===== config.mk =====
export PLATFORM = sky130hd
export DESIGN_NAME = tbird_seq
export DESIGN_NICKNAME = d
export VERILOG_FILES = /design/src/rtl/tbird_pkg.sv /design/src/rtl/tbird_prescaler.sv /design/src/rtl/tbird_seq.sv
export SDC_FILE = /design/constraint.sdc
export NUM_CORES = 1
export LEC_CHECK = 0
export CAP_MARGIN = 20
export CORE_UTILIZATION = 39
export DETAILED_ROUTE_END_ITERATION = 8
export HOLD_SLACK_MARGIN = 0.12
export PLACE_DENSITY = 0.67
export SYNTH_ARGS = -nofsm -noshare
export SYNTH_HDL_FRONTEND = slang
export SYNTH_SLANG_ARGS = --single-unit
export TNS_END_PERCENT = 1

===== constraint.sdc =====
create_clock -name clk -period 1.9 [get_ports clk]
set_clock_uncertainty 0.05 [all_clocks]
set_input_delay 0.38 -clock clk [delete_from_list [all_inputs] [get_ports clk]]
set_output_delay 0.38 -clock clk [all_outputs]
set_load 0.05 [all_outputs]

===== src/rtl/tbird_pkg.sv =====
// ---------------------------------------------------------------------------
// tbird_pkg : shared mode encoding and thermometer helper for tbird_seq
// Revision  : 1.0
// ---------------------------------------------------------------------------
`default_nettype none

package tbird_pkg;

  localparam int c_mode_w    = 2;
  localparam int c_max_lamps = 16;

  typedef enum logic [c_mode_w-1:0] {
    MODE_IDLE   = 2'd0,
    MODE_LEFT   = 2'd1,
    MODE_RIGHT  = 2'd2,
    MODE_HAZARD = 2'd3
  } mode_e;

  // Lowest n bits set; n may reach c_max_lamps, hence the one-bit-wider intermediate.
  function automatic logic [c_max_lamps-1:0] therm(input logic [4:0] n);
    logic [c_max_lamps:0] t;
    t = ((c_max_lamps+1)'(1) << n) - (c_max_lamps+1)'(1);
    return t[c_max_lamps-1:0];
  endfunction

endpackage

`default_nettype wire


===== src/rtl/tbird_prescaler.sv =====
// ---------------------------------------------------------------------------
// tbird_prescaler : free-running 0..TICK_DIV-1 counter, tick on terminal count
// Revision        : 1.0
// ---------------------------------------------------------------------------
`default_nettype none

module tbird_prescaler #(
  parameter int TICK_DIV = 2
) (
  input  logic clk,
  input  logic reset,
  output logic tick
);

  localparam int c_cw = (TICK_DIV > 1) ? $clog2(TICK_DIV) : 1;
  localparam logic [c_cw-1:0] c_last = c_cw'(TICK_DIV - 1);

  logic [c_cw-1:0] r_cnt;

  assign tick = (r_cnt == c_last);

  always_ff @(posedge clk or negedge reset) begin
    if (!reset) begin
      r_cnt <= '0;
    end else if (tick) begin
      r_cnt <= '0;
    end else begin
      r_cnt <= r_cnt + c_cw'(1);
    end
  end

endmodule

`default_nettype wire


===== src/rtl/tbird_seq.sv =====
// ---------------------------------------------------------------------------
// tbird_seq : Thunderbird tail-lamp sequencer (left/right/hazard, optional
//             brake override enabled by TBIRD_BRAKE_EN)
// Revision  : 1.0
// ---------------------------------------------------------------------------
`default_nettype none

module tbird_seq
  import tbird_pkg::*;
#(
  parameter int LAMPS    = 3,
  parameter int TICK_DIV = 2
) (
  input  logic                clk,
  input  logic                reset,
  input  logic                left_req,
  input  logic                right_req,
  input  logic                hazard_req,
  input  logic                brake,
  output logic [LAMPS-1:0]    lamps_l,
  output logic [LAMPS-1:0]    lamps_r,
  output logic [c_mode_w-1:0] mode,
  output logic                busy
);

  localparam int c_sw = $clog2(LAMPS + 1);
  localparam logic [c_sw-1:0] c_last = c_sw'(LAMPS);

  logic             w_tick;
  logic             w_brake_on;
  mode_e            r_mode;
  mode_e            w_mode_nx;
  logic [c_sw-1:0]  r_step;
  logic [c_sw-1:0]  w_step_nx;
  logic [LAMPS-1:0] w_therm;
  logic [LAMPS-1:0] w_l_nx;
  logic [LAMPS-1:0] w_r_nx;
  logic [LAMPS-1:0] r_lamps_l;
  logic [LAMPS-1:0] r_lamps_r;
  logic             r_busy;

  tbird_prescaler #(
    .TICK_DIV (TICK_DIV)
  ) u_prescaler (
    .clk   (clk),
    .reset (reset),
    .tick  (w_tick)
  );

`ifdef TBIRD_BRAKE_EN
  assign w_brake_on = brake;
`else
  logic w_unused_brake;
  assign w_unused_brake = brake;
  assign w_brake_on     = 1'b0;
`endif

  // Requests are only looked at when leaving IDLE; running sequences always finish.
  always_comb begin
    w_mode_nx = r_mode;
    w_step_nx = r_step;
    if (w_tick) begin
      case (r_mode)
        MODE_IDLE: begin
          if (hazard_req || (left_req && right_req)) begin
            w_mode_nx = MODE_HAZARD;
            w_step_nx = c_sw'(1);
          end else if (left_req) begin
            w_mode_nx = MODE_LEFT;
            w_step_nx = c_sw'(1);
          end else if (right_req) begin
            w_mode_nx = MODE_RIGHT;
            w_step_nx = c_sw'(1);
          end
        end
        MODE_LEFT, MODE_RIGHT: begin
          if (r_step == c_last) begin
            w_mode_nx = MODE_IDLE;
            w_step_nx = '0;
          end else begin
            w_step_nx = r_step + c_sw'(1);
          end
        end
        default: begin
          w_mode_nx = MODE_IDLE;
          w_step_nx = '0;
        end
      endcase
    end
  end

  assign w_therm = LAMPS'(therm(5'(w_step_nx)));

  always_comb begin
    w_l_nx = '0;
    w_r_nx = '0;
    case (w_mode_nx)
      MODE_LEFT:   w_l_nx = w_therm;
      MODE_RIGHT:  w_r_nx = w_therm;
      MODE_HAZARD: begin
        w_l_nx = '1;
        w_r_nx = '1;
      end
      default: ;
    endcase
    // Brake lights whichever bank is not turning; the hazard flash takes precedence.
    if (w_brake_on && (w_mode_nx != MODE_HAZARD)) begin
      if (w_mode_nx != MODE_LEFT)  w_l_nx = '1;
      if (w_mode_nx != MODE_RIGHT) w_r_nx = '1;
    end
  end

  always_ff @(posedge clk or negedge reset) begin
    if (!reset) begin
      r_mode    <= MODE_IDLE;
      r_step    <= '0;
      r_lamps_l <= '0;
      r_lamps_r <= '0;
      r_busy    <= 1'b0;
    end else begin
      r_mode    <= w_mode_nx;
      r_step    <= w_step_nx;
      r_lamps_l <= w_l_nx;
      r_lamps_r <= w_r_nx;
      r_busy    <= (w_mode_nx != MODE_IDLE);
    end
  end

  assign lamps_l = r_lamps_l;
  assign lamps_r = r_lamps_r;
  assign mode    = r_mode;
  assign busy    = r_busy;

endmodule

`default_nettype wire


==> metrics.txt, run 1 <==
Top Family by Delay on Critical Path buffers and inverters; Die Ht 39.6 µm; Reg clk slew, reported paths 70 ps; Total Wirelength 924 µm; Crit. End Element output port; largest net degree at the start of global routing 13; slowest CP cell clkdlybuf4s50_1; final count of hold timing violations 0; I/O pin cnt 15; number of library cell types mapped by synthesis 19; Synth-to-Final Area Change 33.6%; Final Net Count 80; core area 1300 µm²; Critical Path, Cell by Cell clkdlybuf4s50_1; Root Driver clkbuf_4; RSZ-0062 raised after global routing no; post-synth net total 61; DP HPWL 714 µm; setup_tns 0 ps; Hold Path Class in2async; Synth area leader dfrtp_1; Placer Congestion 0.691; crit path kind reg2out; detailed-route via count 412; effective utilization at floorplan 42.4%; leading cell type in the layout, fill and taps excluded dfrtp_1; Inserted Clock Buffers 3; CP Data Arrival Time 1400 ps; final period utilization 96.1%; synthesized flop and latch total 12; diode count 0; H-tree depth 1; full die area 1570 µm²; layout cells sized above 1 25.7%; top post-synthesis cells by area dfrtp_1 (54%), a21oi_1 (8.2%), ha_1 (6.8%); DRC Markers 0; Final Max Slew Viols 0; Synth Cell Area 552 µm²; max frequency 548 MHz; clk buf depth 2; Mapped Avg Cell Area 10.6 µm²; total global-route track usage 14.9%; setup bufs post-CTS 0; Hold Buf Count CTS 0; CTS tree done; Slew @ Worst Pin 495 ps; Critical Path Fanout Max 1; Die Wd 39.6 µm; Gate Count Post-Synth 52; crit path launch type flop; global route overflow 0; First DRT Iteration DRCs 1; first-pass GRT wire length 1500 µm; vias in the first global route 362; Max-Cap Viols 0; clock sink total 12; final antenna-violating net count 0; drt pass-1 iters 3; initial antenna violation count 0; CP bufs+invs 1; crit-path max cell delay 800 ps; highest-count cells in the layout ignoring fill and taps dfrtp_1 (10), a21oi_1 (9), clkdlybuf4s50_1 (9); final setup fails 0; Rows 13; worst rel slew slack 66.9%; CP Data Required Time 1470 ps; post-CTS sizing 0; Final Critical Period 1830 ps; IO Port Bufs 13; run status completed; register area share after synthesis 54.4%; DR vias/cell 4.85; area fraction of the dominant cell type after synthesis 54.4%; DR WL/cell 10.9 µm; clk_lat worst skew 260 ps; Synth Warn # 0
-- state kept, by name (all words and copies together), names as in the netlist --
register,cells
lamps_r,3
lamps_l,3
busy,1
mode,2
r_step,2
u_prescaler.tick,1
-- synth_stat cells, drive strengths merged --
library cell	count
ha	3
a21oi	10
nor3	1
o2bb2ai	1
nand2	2
dfrtp	12
nor2	5
a211o	1
nor4	1
nor2b	1
and3	1
nand3b	1
a41oi	1
inv	8
o21ai	3
nor4b	1
-- metal layers --
layer | up-vias | part of all wire [%] | routed length [µm] | global-route usage, %
li1 | 215 | - | - | -
met1 | 187 | 49 | 454 | 18.9
met2 | 8 | 45 | 412 | 23.4
met3 | 2 | 4.8 | 44 | 1.70
met4 | 0 | 1.3 | 12 | 10.3
met5 | - | 0 | 0 | 0
-- final cells by class --
| class | count | area, µm² |
|---|---|---|
| inverters | 8 | 30.0 |
| multi-input cells | 32 | 221 |
| well taps | 15 | 18.8 |
| repair buffers | 14 | 128 |
| flip-flops and latches | 12 | 303 |
| clock buffers | 4 | 36.3 |
| fillers | 118 | 564 |
-- stage by stage --
stage / util (%) / cells / instance area (µm²) / worst slack (ps) / hold slack (ps)
floorplan: - / 52 / 554 / 34.3 / 34.4
global placement: 53.8 / 81 / 701 / 5.59 / 495
detailed placement: 53.8 / 81 / 701 / 12.5 / 501
CTS: 56.6 / 85 / 737 / 58.6 / 418
global route: 56.6 / 85 / 737 / 3.29 / 452
finish: 56.6 / 85 / 737 / 73.5 / 400
-- worst paths after layout --
path                                              end                  startpoint  slack [ps]  depth (start not counted)
setup / recovery                           lamps_r[0]        lamps_r[0]$_DFF_PN0_          70                          1
hold / removal                   lamps_l[0]$_DFF_PN0_                       reset         400                          1
setup reg to reg                 lamps_r[0]$_DFF_PN0_           mode[0]$_DFF_PN0_         130                          7
hold reg to reg            u_prescaler.tick$_DFF_PN0_  u_prescaler.tick$_DFF_PN0_         510                          1
max in group asynchronous           mode[0]$_DFF_PN0_                       reset        1040                          1
min in group clk           u_prescaler.tick$_DFF_PN0_  u_prescaler.tick$_DFF_PN0_         510                          1
-- cells by family after synthesis --
group                      count (synthesis)  synth area share [%]
adders and majority gates                  3                  6.80
AOI/OAI and AO/OA                         16                  18.6
buffers and inverters                      8                  5.44
DFF                                       12                  54.4
and+or+nand+nor                           13                  14.7
Power of run 1 is not shown: default switching activity piles up to over one toggle a cycle in this logic, so the estimate is an artifact.
==> run 2: changes to the inputs <==
--- a/config.mk
+++ b/config.mk
@@ -9,7 +9,8 @@
 export CORE_UTILIZATION = 39
 export DETAILED_ROUTE_END_ITERATION = 8
 export HOLD_SLACK_MARGIN = 0.12
-export PLACE_DENSITY = 0.67
+export PLACE_DENSITY_LB_ADDON = 0.1
+export SKIP_CTS_REPAIR_TIMING = 1
 export SYNTH_ARGS = -nofsm -noshare
 export SYNTH_HDL_FRONTEND = slang
 export SYNTH_SLANG_ARGS = --single-unit
==> run 2 against run 1 <==
Net effect:
- register-to-register slack hardly changed
- global-route usage is 0.10 points higher
- maximum frequency is 0.12% higher
- critical path depth stayed put
- setup slack better by 2.1 ps
- first-iteration DRC count grew to 6.0 times the previous value
- non-clock buffer count is 2 higher
- sequential share of layout area is 0.55 points lower
- sequential cell count stayed put
- via count is 1.9% higher
- core utilization is 0.77 points higher
- design area is 1.4% higher
- critical path type unchanged
==> metrics.txt, run 2 (synthesized netlist as in run 1, its figures left out) <==
largest net degree at the start of global routing 13; vias in the first global route 337; Max-Cap Viols 0; fill cell count 127; Die Wd 39.6 µm; total global-route track usage 15.0%; final setup fails 0; Critical Path, Cell by Cell clkdlybuf4s50_1; Reg clk slew, reported paths 60 ps; global route overflow 0; reg2reg start mode[0]$_DFF_PN0_; leading cell type in the layout, fill and taps excluded dfrtp_1; reg2reg end lamps_l[0]$_DFF_PN0_; detailed-route via count 420; area occupied by multi-input gates 221 µm²; Inserted Clock Buffers 3; DP HPWL 737 µm; initial antenna violation count 0; Rows 13; Final Max Slew Viols 0; CP bufs+invs 1; DRC Markers 0; highest-count cells in the layout ignoring fill and taps dfrtp_1 (10), a21oi_1 (9), clkdlybuf4s50_1 (9); CP Data Required Time 1470 ps; Total Wirelength 1000 µm; Worst Reg-to-Reg Cells 7; Crit. Startpoint lamps_l[1]$_DFF_PN0_; Slew @ Worst Pin 542 ps; H-tree depth 1; DR vias/cell 4.83; Reg2Reg Setup Slack 140 ps; diode count 0; Crit. End Element output port; First DRT Iteration DRCs 6; CTS tree done; Final Critical Period 1820 ps; clk buf depth 2; worst rel slew slack 63.8%; Placer Congestion 0.679; max frequency 548 MHz; Hold Path Class in2async; CP Data Arrival Time 1390 ps; full die area 1570 µm²; I/O pin cnt 15; clock sink total 12; Final Net Count 82; effective utilization at floorplan 42.4%; Root Driver clkbuf_4; crit path kind reg2out; final count of hold timing violations 0; drt pass-1 iters 2; Critical Path Fanout Max 1; crit path launch type flop; DR WL/cell 11.5 µm; Synth-to-Final Area Change 35.4%; final period utilization 96.0%; IO Port Bufs 13; register area 303 µm²; run status completed; slowest CP cell clkdlybuf4s50_1; final antenna-violating net count 0; first-pass GRT wire length 1420 µm; layout cells sized above 1 25.0%; crit-path max cell delay 800 ps; RSZ-0062 raised after global routing no; clk_lat worst skew 260 ps; Die Ht 39.6 µm; Top Family by Delay on Critical Path buffers and inverters; core area 1300 µm²; setup_tns 0 ps
## run 2: worst max path at each step
stage / endpoint / slack [ps] / cells past startpoint
2_1_floorplan: lamps_r[0]$_DFF_PN0_ / 30 / 7
3_3_place_gp: lamps_l[0]$_DFF_PN0_ / 30 / 6
3_5_place_dp: lamps_l[0]$_DFF_PN0_ / 20 / 6
4_1_cts: lamps_r[1] / 30 / 1
5_1_grt: lamps_r[0]$_DFF_PN0_ / 30 / 7
6_report: lamps_l[1] / 80 / 1
## run 2: stage by stage
stage / worst slack, ps / cells / util (%) / cell area [µm²] / hold slack, ps
after floorplan: 34.3 / 52 / - / 554 / 34.4
after global routing: 26.1 / 87 / 57.4 / 747 / 427
final: 75.7 / 87 / 57.4 / 747 / 405
after detailed placement: 18.9 / 83 / 55.2 / 718 / 496
after global placement: 27.1 / 83 / 55.2 / 718 / 502
after CTS: 26.8 / 87 / 57.2 / 744 / 418
## run 2: routing by layer
metal | GRT usage [%] | vias to the layer above | part of all wire [%]
met2 | 22.1 | 4 | 49
li1 | - | 223 | -
met5 | 0 | - | 0
met1 | 18.1 | 191 | 47
met3 | 5.11 | 2 | 2.7
met4 | 10.3 | 0 | 1.1
## run 2: area by class of cell
| class | instances | share of cell area, % |
|---|---|---|
| Clock buffer | 4 | 3.52 |
| Inverter | 8 | 4.02 |
| Multi-Input combinational cell | 32 | 29.6 |
| Sequential cell | 12 | 40.5 |
| Tap cell | 15 | 2.51 |
| Timing Repair Buffer | 16 | 19.8 |
Power of run 2 is left out for the same reason.
==> run 3: changes to the inputs <==
--- a/config.mk
+++ b/config.mk
@@ -5,9 +5,11 @@
 export SDC_FILE = /design/constraint.sdc
 export NUM_CORES = 1
 export LEC_CHECK = 0
+export ABC_AREA = 1
 export CAP_MARGIN = 20
-export CORE_UTILIZATION = 39
+export CORE_AREA = 2 2 39 41
 export DETAILED_ROUTE_END_ITERATION = 8
+export DIE_AREA = 0 0 41 43
 export HOLD_SLACK_MARGIN = 0.12
 export PLACE_DENSITY_LB_ADDON = 0.1
 export SKIP_CTS_REPAIR_TIMING = 1
==> constraint.sdc (replaced) <==
create_clock -name clk -period 2.2 [get_ports clk]
set_clock_uncertainty 0.05 [all_clocks]
set_input_delay 0.44 -clock clk [delete_from_list [all_inputs] [get_ports clk]]
set_output_delay 0.44 -clock clk [all_outputs]
set_load 0.05 [all_outputs]
==> run 3 against run 2 <==
Net effect:
- core utilization up 0.64 points
- sequential cell count did not move
- synthesized cell count increased by 37%
- die area rose by 12%
- via count is 14% higher
- critical endpoint is now mode[0]
- clock-buffer cell count shrank 1
- global-route usage grew 0.72 points
- sequential share of layout area fell by 3.2 points
- first-iteration DRC count down 50%
==> metrics.txt, run 3 <==
setup_tns 0 ps; Rows 14; crit-path max cell delay 820 ps; detailed-route via count 479; hold_ws 469 ps; Inserted Clock Buffers 3; Final Max Slew Viols 0; Root Driver clkbuf_4; Top Family by Delay on Critical Path buffers and inverters; synthesized flop and latch total 12; initial antenna violation count 0; crit path launch type flop; run status completed; CP Depth 1; clk_lat worst skew 260 ps; final instance area 803 µm²; leading cell type in the layout, fill and taps excluded nand2_1; full die area 1760 µm²; Max-Cap Viols 0; top post-synthesis cells by area dfrtp_1 (48%), nand2_1 (13%), ha_1 (6.0%); area post-placement 781 µm²; Synth Warn # 0; area fraction of the dominant cell type after synthesis 47.6%; diode count 0; crit path kind reg2out; Placed Cells 100; most frequent cell after synthesis nand2_1; Critical Path Fanout Max 4; CP bufs+invs 1; core area 1380 µm²; vias in the first global route 458; DP HPWL 882 µm; IO Port Bufs 13; Critical Path, Cell by Cell clkdlybuf4s50_1; clk buf depth 2; Crit. End Element output port; Post-synth EDFFs 0; CTS tree done; global route overflow 0; max frequency 507 MHz; Synth Flop Type dfrtp_1; Slew @ Worst Pin 511 ps; final antenna-violating net count 0; Gate Count Post-Synth 71; DR vias/cell 4.65; Mapped Avg Cell Area 8.88 µm²; Die Wd 41 µm; H-tree depth 1; register area 300 µm²; Post-synth top cells nand2_1 (21), dfrtp_1 (12), inv_1 (8); Hold Path Class in2async; RSZ-0062 raised after global routing no; Final Critical Period 1970 ps; post-synth net total 80; largest net degree at the start of global routing 13; final setup fails 0; area occupied by multi-input gates 282 µm²; first-pass GRT wire length 1790 µm; clock sink total 12; layout cells sized above 1 18.4%; total global-route track usage 15.7%; Placer Congestion 0.687; worst rel slew slack 65.8%; Synth-to-Final Area Change 27.4%; fill cell count 131; Synth Cell Area 631 µm²; Final Net Count 98; I/O pin cnt 15; CP Data Arrival Time 1480 ps; number of library cell types mapped by synthesis 16; fin cells 103; Synth area leader dfrtp_1; Total Wirelength 1100 µm; async set-or-reset flop fraction in the synthesized netlist 100%; drt pass-1 iters 6; Die Ht 43 µm; slowest CP cell clkdlybuf4s50_1; effective utilization at floorplan 45.6%; highest-count cells in the layout ignoring fill and taps nand2_1 (21), clkdlybuf4s50_1 (13), dfrtp_1 (12); final period utilization 89.7%; DR WL/cell 10.7 µm; DRC Markers 0; CP Data Required Time 1710 ps; Reg clk slew, reported paths 70 ps; final count of hold timing violations 0; register area share after synthesis 47.6%; Worst Reg-to-Reg Cells 10; First DRT Iteration DRCs 3
[run 3: logic make-up (layout without fill, tap and decap cells)]
logic type               count (synthesis)  after routing  synth area share [%]
AND/OR/NAND/NOR                         35             35                  28.8
buffers and inverters                   13             29                  7.74
flip-flops                              12             12                  47.6
AO/OA/AOI/OAI                            8              8                  9.92
adder cells (fa/ha/maj)                  3              3                  5.95
[run 3: final timing paths]
path / to / from / slack (ps)
worst max register to register: lamps_l[0]$_DFF_PN0_ / mode[0]$_DFF_PN0_ / 490
max in group asynchronous: busy$_DFF_PN0_ / reset / 1290
worst max-delay path: mode[0] / mode[0]$_DFF_PN0_ / 230
worst min-delay path: mode[0]$_DFF_PN0_ / reset / 470
min in group clk: u_prescaler.tick$_DFF_PN0_ / u_prescaler.tick$_DFF_PN0_ / 500
worst min register to register: u_prescaler.tick$_DFF_PN0_ / u_prescaler.tick$_DFF_PN0_ / 500
[run 3: final cells by class]
class / instances / share of cell area, %
Inverter: 13 / 6.07
Sequential cell: 12 / 37.4
Timing Repair Buffer: 13 / 16.2
Clock buffer: 3 / 2.80
Tap cell: 16 / 2.49
Multi-Input combinational cell: 46 / 35.0
[run 3: metal layers]
layer	track usage [%]	wire (µm)	up-vias
met5	0	0	-
met4	12.0	19	0
met3	1.57	44	2
met2	24.4	540	10
met1	18.8	494	219
li1	-	-	248
[run 3: worst reg2reg max path, cell delays in order, from the launching register on]
cell and delay [ps]:
dfrtp_1 400, inv_1 70, ha_1 350, nand2_1 120, nand2_1 50, nand2_1 50
nand2_1 80, a21oi_4 210, nand2_1 80, nand2_1 80, nand2_1 50
[run 3: metrics by stage]
stage	utilization (%)	setup WS [ps]
after global routing	58.0	168
after floorplan	-	308
after global placement	56.4	386
final	58.0	226
after CTS	58.0	218
after detailed placement	56.4	377
Power of run 3 is left out for the same reason.
